**config.mk**
```make
export PLATFORM = sky130hd
export DESIGN_NAME = fir_filter_param
export DESIGN_NICKNAME = d
export VERILOG_FILES = /design/src/rtl/dsp_pkg.sv /design/src/rtl/fir_mac.sv /design/src/rtl/fir_filter_param.sv
export SDC_FILE = /design/constraint.sdc
export NUM_CORES = 2
export LEC_CHECK = 0
export ABC_AREA = 1
export BUFFER_PORTS_ARGS = -buffer_cell sky130_fd_sc_hd__buf_2
export CORE_MARGIN = 4
export CORE_UTILIZATION = 43
export DETAILED_ROUTE_END_ITERATION = 10
export GPL_TIMING_DRIVEN = 0
export MAX_ROUTING_LAYER = met4
export PLACE_DENSITY = 0.54
export SLEW_MARGIN = 10
export SYNTH_ARGS = -nofsm -noshare
export SYNTH_HDL_FRONTEND = slang
export SYNTH_SLANG_ARGS = --single-unit
```
**constraint.sdc**
```tcl
create_clock -name clk -period 26 [get_ports clk]
set_clock_uncertainty 0.2 [all_clocks]
set_input_delay 1.3 -clock clk [delete_from_list [all_inputs] [get_ports clk]]
set_output_delay 1.3 -clock clk [all_outputs]
set_load 0.005 [all_outputs]
```
**src/rtl/dsp_pkg.sv**
```systemverilog
`default_nettype none
// ============================================================================
//  Module      : dsp_pkg
//  Description : Shared definitions for the FIR filter: FSM state encoding
//                and the rounding / saturation helper constants. The helpers
//                return 64-bit signed values; callers size-cast them to
//                their own datapath width.
//  Revision    : 1.0 - initial release
// ============================================================================
package dsp_pkg;

  // FIR sequencing states
  typedef enum logic [1:0] {
    ST_IDLE = 2'd0,
    ST_MAC  = 2'd1,
    ST_OUT  = 2'd2
  } fir_state_e;

  // Half-LSB rounding bias for a right shift of 'shift' bits (0 when no shift)
  function automatic logic signed [63:0] round_bias(input int shift);
    if (shift <= 0) return 64'sd0;
    return 64'sd1 <<< (shift - 1);
  endfunction

  // Largest value representable in a w-bit two's complement word
  function automatic logic signed [63:0] sat_max(input int w);
    return (64'sd1 <<< (w - 1)) - 64'sd1;
  endfunction

  // Smallest value representable in a w-bit two's complement word
  function automatic logic signed [63:0] sat_min(input int w);
    return -(64'sd1 <<< (w - 1));
  endfunction

endpackage
`default_nettype wire

```
**src/rtl/fir_mac.sv**
```systemverilog
`default_nettype none
// ============================================================================
//  Module      : fir_mac
//  Description : Signed multiply-accumulate unit. One product a_i*b_i is
//                added to the accumulator per enabled cycle; clear_i zeroes
//                the accumulator and takes priority over en_i.
//  Ports       : clk, rst       - clock, asynchronous active-high reset
//                clear_i        - zero the accumulator on the next edge
//                en_i           - accumulate a_i*b_i on the next edge
//                a_i, b_i       - signed operands (sample, coefficient)
//                acc_o          - signed accumulator value
//  Revision    : 1.0 - initial release
// ============================================================================
module fir_mac #(
  parameter int DATA_W = 16,
  parameter int COEF_W = 16,
  parameter int ACC_W  = 36
) (
  input  logic                     clk,
  input  logic                     rst,
  input  logic                     clear_i,
  input  logic                     en_i,
  input  logic signed [DATA_W-1:0] a_i,
  input  logic signed [COEF_W-1:0] b_i,
  output logic signed [ACC_W-1:0]  acc_o
);

  logic signed [DATA_W+COEF_W-1:0] prod;
  logic signed [ACC_W-1:0]         acc_q;

  assign prod  = a_i * b_i;
  assign acc_o = acc_q;

  always_ff @(posedge clk or posedge rst) begin
    if (rst) begin
      acc_q <= '0;
    end else if (clear_i) begin
      acc_q <= '0;
    end else if (en_i) begin
      acc_q <= acc_q + ACC_W'(prod);
    end
  end

endmodule
`default_nettype wire

```
**src/rtl/fir_filter_param.sv**
```systemverilog
`default_nettype none
// ============================================================================
//  Module      : fir_filter_param
//  Description : Parameterised FIR filter, y[n] = sum c[k]*x[n-k], computed
//                with a single time-multiplexed MAC. One sample is accepted
//                in IDLE, TAPS MAC cycles follow, then one OUT cycle rounds,
//                scales and saturates the result.
//  Ports       : clk, rst              - clock, asynchronous active-high reset
//                in_valid/in_ready, xn - sample input handshake and data
//                coef_we, coef_addr,
//                coef_wdata, coef_ready - coefficient write port (IDLE only)
//                out_valid             - one-cycle pulse, yn/sat_flag new
//                yn, sat_flag          - held result and saturation flag
//  Revision    : 1.0 - initial release
// ============================================================================
module fir_filter_param
  import dsp_pkg::*;
#(
  parameter int DATA_W = 16,
  parameter int COEF_W = 16,
  parameter int TAPS   = 15,
  parameter int SHIFT  = 15
) (
  input  logic                       clk,
  input  logic                       rst,
  input  logic                       in_valid,
  output logic                       in_ready,
  input  logic signed [DATA_W-1:0]   xn,
  input  logic                       coef_we,
  input  logic [$clog2(TAPS)-1:0]    coef_addr,
  input  logic signed [COEF_W-1:0]   coef_wdata,
  output logic                       coef_ready,
  output logic                       out_valid,
  output logic signed [DATA_W-1:0]   yn,
  output logic                       sat_flag
);

  localparam int ADDR_W = $clog2(TAPS);
  localparam int ACC_W  = DATA_W + COEF_W + ADDR_W;
  // One extra bit so adding the rounding bias can never wrap
  localparam int SUM_W  = ACC_W + 1;

  localparam logic signed [SUM_W-1:0] RND_BIAS = SUM_W'(round_bias(SHIFT));
  localparam logic signed [SUM_W-1:0] Y_MAX    = SUM_W'(sat_max(DATA_W));
  localparam logic signed [SUM_W-1:0] Y_MIN    = SUM_W'(sat_min(DATA_W));
  localparam logic [ADDR_W-1:0]       LAST_TAP = ADDR_W'(TAPS - 1);
  localparam logic [ADDR_W:0]         TAPS_EXT = (ADDR_W + 1)'(TAPS);

  fir_state_e                state_q;
  logic [ADDR_W-1:0]         cnt_q;
  logic signed [DATA_W-1:0]  x_q    [TAPS];
  logic signed [COEF_W-1:0]  coef_q [TAPS];
  logic signed [DATA_W-1:0]  yn_q;
  logic                      sat_q;
  logic                      out_valid_q;

  logic                      accept;
  logic                      coef_take;
  logic                      mac_clr;
  logic                      mac_en;
  logic signed [ACC_W-1:0]   acc;
  logic signed [SUM_W-1:0]   rounded;
  logic signed [SUM_W-1:0]   scaled;
  logic signed [DATA_W-1:0]  yn_d;
  logic                      sat_d;

  assign in_ready   = (state_q == ST_IDLE);
  assign coef_ready = (state_q == ST_IDLE);
  assign out_valid  = out_valid_q;
  assign yn         = yn_q;
  assign sat_flag   = sat_q;

  assign accept    = in_valid && in_ready;
  // Zero-extend the address so TAPS itself is representable in the compare
  assign coef_take = coef_we && coef_ready && ({1'b0, coef_addr} < TAPS_EXT);

  // Accumulator is cleared on the accepting edge, then takes one tap per MAC cycle
  assign mac_clr = accept;
  assign mac_en  = (state_q == ST_MAC);

  fir_mac #(
    .DATA_W (DATA_W),
    .COEF_W (COEF_W),
    .ACC_W  (ACC_W)
  ) u_mac (
    .clk     (clk),
    .rst     (rst),
    .clear_i (mac_clr),
    .en_i    (mac_en),
    .a_i     (x_q[cnt_q]),
    .b_i     (coef_q[cnt_q]),
    .acc_o   (acc)
  );

  // Round half-up, arithmetic shift, then clamp to the output range
  assign rounded = SUM_W'(acc) + RND_BIAS;
  assign scaled  = rounded >>> SHIFT;

  always_comb begin
    yn_d  = scaled[DATA_W-1:0];
    sat_d = 1'b0;
    if (scaled > Y_MAX) begin
      yn_d  = Y_MAX[DATA_W-1:0];
      sat_d = 1'b1;
    end else if (scaled < Y_MIN) begin
      yn_d  = Y_MIN[DATA_W-1:0];
      sat_d = 1'b1;
    end
  end

  always_ff @(posedge clk or posedge rst) begin
    if (rst) begin
      state_q     <= ST_IDLE;
      cnt_q       <= '0;
      yn_q        <= '0;
      sat_q       <= 1'b0;
      out_valid_q <= 1'b0;
      for (int k = 0; k < TAPS; k++) begin
        x_q[k]    <= '0;
        coef_q[k] <= '0;
      end
    end else begin
      out_valid_q <= 1'b0;

      // Written on the accepting edge, so MAC already sees the new value
      if (coef_take) begin
        coef_q[coef_addr] <= coef_wdata;
      end

      case (state_q)
        ST_IDLE: begin
          if (accept) begin
            for (int k = TAPS - 1; k > 0; k--) begin
              x_q[k] <= x_q[k-1];
            end
            x_q[0]  <= xn;
            cnt_q   <= '0;
            state_q <= ST_MAC;
          end
        end
        ST_MAC: begin
          if (cnt_q == LAST_TAP) begin
            cnt_q   <= '0;
            state_q <= ST_OUT;
          end else begin
            cnt_q <= cnt_q + ADDR_W'(1);
          end
        end
        ST_OUT: begin
          yn_q        <= yn_d;
          sat_q       <= sat_d;
          out_valid_q <= 1'b1;
          state_q     <= ST_IDLE;
        end
        default: begin
          state_q <= ST_IDLE;
        end
      endcase
    end
  end

endmodule
`default_nettype wire

```
* Yosys cells after proc, flatten, opt, wreduce, memory -nomap -nowiden
Index checks and enable logic that the tools add are counted.
** Word-level totals
- Bits in registers :: 540
- Input bits :: 40
- Logic and storage cells :: 85
** Operators by class
- Bitwise logic cells :: 2
- Reduce and logical (&&, ||, !) cells :: 10
- Add/subtract/negate cells :: 3
- Magnitude comparators :: 6
- $mul :: 1
- Muxes and demuxes :: 22
- Eq/ne operators :: 5
** Operators with widths (count)
- 240-bit bitwise mux :: 1
- 16-bit binary-select mux with 4-bit select :: 2
- 16-bit two-way mux :: 7
- 36-bit two-way mux :: 2
- 16-bit demux with 4-bit select :: 1
- 36-bit by 16-bit adder with 37-bit output (second input constant) :: 1
- 36-bit by 32-bit adder with 36-bit output :: 1
- 16-bit by 16-bit multiplier with 32-bit output :: 1
- 22-bit by 16-bit > comparator with 1-bit output (second input constant) :: 1
- 22-bit by 16-bit < comparator with 1-bit output (second input constant) :: 1
- 5-bit greater-or-equal comparator (second input constant) :: 2
- 4-bit NOT with 5-bit output :: 2
- 4-bit two-way mux :: 2
- 4-bit case mux with 2 select lines :: 1
- 2-bit AND reduction :: 3
- 5-bit by 1-bit < comparator with 1-bit output (second input constant) :: 1
- 4-bit by 1-bit adder with 4-bit output (second input constant) :: 1
- 4-bit equality test (second input constant) :: 1
- 1-bit logical AND :: 4
- 4-bit < comparator (second input constant) :: 1
- 2-bit two-way mux :: 2
- 2-bit by 1-bit inequality test with 1-bit output (second input constant) :: 2
- 2-bit case mux with 2 select lines :: 1
- 2-bit nonzero test :: 2
- other kinds (4) :: 6

* Logic depth before layout (Yosys ltp)
- Word-level depth :: 8
- Mapped depth :: 36
- Gate-level depth less buffers :: 32

* Modules after synthesis
A second synthesis with hierarchy kept.
** Second synthesis, totals
- Cell total of the unflattened synthesis :: 4582
- Area total of the unflattened synthesis :: 36942.9 um^2
** Modules (own cells, without submodules)
- fir_filter_param :: sequential area each 12612.1 um^2, cells each 2717, area an instance 22790.6 um^2, times used 1
- fir_mac :: sequential area each 900.9 um^2, cells each 1865, area an instance 14152.3 um^2, times used 1

* Least setup slack after synthesis
Ideal clock, no wire load.
- Path type :: register to register
- Start point :: register cnt_q[1]
- End point :: register u_mac.acc_q[35], in the netlist u_mac.acc_o[35]
- Setup slack :: 19.294 ns
- Arrival time :: 6.388 ns
- Library setup time :: 0.118 ns
- Stages on the path, launching flop included :: 28
- Cells stage by stage :: dfrtp_1 > buf_4 > inv_2 > clkbuf_1 > o21ai_0 > o2111ai_1 > nand3_1 > o211ai_2 > buf_2 > nand2_1 > fa_1 > fa_1 > fa_1 > fa_1 > inv_1 > fa_1 > inv_1 > fa_1 > inv_1 > ha_1 > a21oi_1 > o21ai_0 > a21oi_1 > nand2_1 > a21oi_1 > nand3_1 > nand3_1 > nand2_1
** On the way
- Longest elaborated chain between the ends :: 8
** RTL lines
- start, declared :: RTL line fir_filter_param.sv:50 : logic [ADDR_W-1:0] cnt_q;
- start signal, assigned :: RTL line fir_filter_param.sv:146 : cnt_q <= cnt_q + ADDR_W'(1);
- 4-bit NOT with 5-bit output (implied by the code) * :: RTL line fir_filter_param.sv:90, fir_filter_param.sv:91
- 16-bit binary-select mux with 4-bit select, on equally long branches :: RTL line fir_filter_param.sv:90, fir_filter_param.sv:91
- 16-bit two-way mux, on equally long branches (2 in a row) :: RTL line fir_filter_param.sv:90, fir_filter_param.sv:91
- 16-bit by 16-bit multiplier with 32-bit output * :: RTL line fir_mac.sv:31 : assign prod = a_i * b_i;
- 36-bit by 32-bit adder with 36-bit output * :: RTL line fir_mac.sv:40 : acc_q <= acc_q + ACC_W'(prod);
- 36-bit two-way mux * :: RTL line fir_mac.sv:39 : end else if (en_i) begin
- 36-bit two-way mux * :: RTL line fir_mac.sv:37 : end else if (clear_i) begin
- end signal, assigned :: RTL line fir_mac.sv:40
- end, declared :: RTL line fir_mac.sv:29 : logic signed [ACC_W-1:0] acc_q;
Mark *: on every way between the ends. The rest lies on a longest branch, timed or not. The select of a mux whose other input is x is not followed.
A chain may end at the register's enable or synchronous reset.

* Worst setup path after layout
- Start point :: register cnt_q[1]
- End point :: register u_mac.acc_q[19], in the netlist u_mac.acc_o[19]
Same word-level chain as after synthesis.

==> metrics.txt <==
Worst Setup Start Kind=flip-flop; Die ar.=0.09040 mm2; final setup violating endpoints=0; post-layout min period=8976 ps; Largest delay share family, worst path=adder cells; die height=300.7 um; clk_lat worst skew=640 ps; Max Cap Viol=0; Final Cycle Share=34.52%; Clock Path Buffers=3; worst setup path class=flip-flop to flip-flop; post-CTS setup buffer count=0; H-tree depth=3; initial drt markers=2807; post-route worst setup slack=17020 ps; Final Hold Viols=0; port bufs=58; most used cell, CP=fa_1; flop-to-flop setup slack=17020 ps; register area=0.01351 mm2; Async S/R FF share, synth=100.0%; n_diodes=0; Gate Count Post-Synth=4479; WP data required=26280 ps; CTS Hold Bufs=0; RePlAce Congestion=0.9522; area of the multi-input gates=0.01935 mm2; # rows=107; Arrival @ worst endpoint=9260 ps; IO Count=60; layout cells sized above 1=6.820%; DRC viols=0; Fill cells=8521; Cell variety after synth=55; Core Box Area=0.08501 mm2; post-synth top area share=36.69%; first-pass GRT wire length=198.0 mm; clock sink count=540; Hold WC Path Type=flip-flop to flip-flop; post-synthesis register bit count=540; largest area contributor in the synthesized netlist=dfrtp_1; Initial Util=43.32%; Final nets=5076; Synth Cell Area=0.03683 mm2; total gr overflow=0; Vias=30910; largest net degree at the start of global routing=102; Post-synth EDFFs=0; setup TNS=0 ps; drt via density=5.323; Critical Path Sink Type=flip-flop; Synthesized Nets=4943; syn_area_per_cell=8.223 um2; Max Fclk=111.4 MHz; Worst-Margin Slew=1307 ps; GRT Util Overall=29.79%; Crit path largest cell delay=750 ps; worst-case hold slack=271.9 ps; Die X=300.7 um; drt first pass iters=6; status=complete, no violations; Post-DRT Antenna Nets=0; Slew Viols, Final=0; worst path buffer plus inverter count=9; Worst-path clk slew=60 ps; pre-CTS setup slack=17100 ps; Rel. slew slack=12.54%; yosys warns=0; detailed placer's ending HPWL=97.48 mm; Avg WL per Cell=22.22 um; antenna violations before repair=1; CTS tree=yes; CTS resizes=0; unrepaired setup endpoints after global routing=false; worst-path fanout max=10; final WL=129.1 mm; Main synth FF type=dfrtp_1; Root Buffer=clkbuf_16; sequential share of the synthesized area=36.69%; number of buffers created by CTS=67; slowest CP cell=clkbuf_1; area grow syn2layout=11.25%; vias in the first global route=30990; largest cells by area after synthesis=dfrtp_1 (37%), fa_1 (17%), nand2_1 (13%), o21ai_0 (7.9%), inv_1 (7.6%)
[worst paths after layout]
path	start	endpoint	cells after the start
min in group asynchronous	rst	u_mac.acc_o[5]	2
hold reg to reg	yn[4]	yn[4]	2
setup / recovery	cnt_q[1]	u_mac.acc_o[19]	29
max in group asynchronous	rst	coef_q[178]	5
setup reg to reg	cnt_q[1]	u_mac.acc_o[19]	29
hold / removal	yn[4]	yn[4]	2
[final cells by class]
cell class	count	share of cell area, %
inverter	756	6.950
timing repair buffer	64	1.112
multi-input combinational	2941	47.23
sequential	540	32.98
clock inverter	15	0.4336
clock buffer	105	5.054
buffer	242	2.745
tap	1144	3.493
[flip-flops by register name, indices dropped and copies added (netlist names)]
signal,cells
cnt_q,4
coef_q,240
out_valid,1
sat_flag,1
state_q,2
u_mac.acc_o,36
x_q,240
yn,16
[cells in the final DEF, fill, tap and decap left out, drive strengths merged, types with 2 or more instances in the layout]
cell / Yosys / layout
o221ai: 15 / 15
a21o: 2 / 2
o21bai: 4 / 4
a221oi: 14 / 14
inv: 753 / 758
o21a: 4 / 4
nand2: 1286 / 1286
nor3: 14 / 14
a2bb2oi: 8 / 8
nand4: 26 / 26
o21ai: 611 / 611
xnor2: 7 / 7
fa: 314 / 314
nor3b: 2 / 2
a31oi: 4 / 4
or2: 2 / 2
nand3: 77 / 77
buf: 105 / 169
clkbuf: 137 / 242
o2111ai: 33 / 33
a22oi: 28 / 28
o211ai: 55 / 55
and2: 2 / 2
o22ai: 4 / 4
xor2: 16 / 16
ha: 110 / 110
a211oi: 2 / 2
nand3b: 3 / 3
a21oi: 103 / 103
o31ai: 5 / 5
dfrtp: 540 / 540
clkinv: 3 / 12
a22o: 5 / 5
nor2: 181 / 181
[worst register-to-register path: cells and delay by family (launching register included)]
family | cells | cell delay (ps)
fa+ha+maj | 7 | 3530
flops | 1 | 400
compound gates | 6 | 1300
buf+inv | 9 | 1900
simple gates | 7 | 1510
[Yosys cell counts (4+ instances only)]
| cell type | instances |
|---|---|
| a221oi_1 | 12 |
| o21ai_1 | 29 |
| xnor2_1 | 7 |
| buf_4 | 19 |
| a22o_1 | 5 |
| fa_1 | 314 |
| o211ai_2 | 20 |
| buf_1 | 10 |
| a2bb2oi_1 | 8 |
| a31oi_1 | 4 |
| inv_2 | 6 |
| o211ai_1 | 32 |
| inv_1 | 746 |
| nand2_2 | 10 |
| ha_1 | 110 |
| buf_2 | 68 |
| o21bai_1 | 4 |
| nand2_1 | 1276 |
| o2111ai_1 | 33 |
| xor2_1 | 16 |
| nor3_1 | 12 |
| nand4_1 | 26 |
| dfrtp_1 | 540 |
| nand3_1 | 76 |
| buf_6 | 8 |
| a21oi_1 | 103 |
| clkbuf_1 | 137 |
| a22oi_1 | 28 |
| o21ai_0 | 580 |
| o221ai_1 | 15 |
| nor2_1 | 178 |
| o21a_1 | 4 |
| o22ai_1 | 4 |
[per-layer routing]
layer  vias up  global-route usage, %  part of all wire [%]
met4         0                  10.41                   3.9
met3       242                  3.771                   6.1
met2      1032                  46.57                    46
li1      14240                      -                     -
met1     15390                  40.41                    44
met5         -                      -                     0
[metrics by stage]
step | instance area [um2] | cells | utilization [%]
2_1_floorplan | 36830 | 4479 | -
3_3_place_gp | 38550 | 5681 | 45.35
3_5_place_dp | 38720 | 5687 | 45.55
4_1_cts | 40970 | 5807 | 48.20
5_1_grt | 40970 | 5807 | 48.20
6_report | 40970 | 5807 | 48.20
[logic make-up after synthesis]
logic type	after synthesis	synth area share, %
buf+inv	998	10.77
simple gates	1596	16.99
flops	540	36.69
fa+ha+maj	424	20.80
compound gates	898	14.20
xor+xnor	23	0.5469
Power is not shown: default switching activity piles up to over one toggle a cycle in this logic, so the estimate is an artifact.
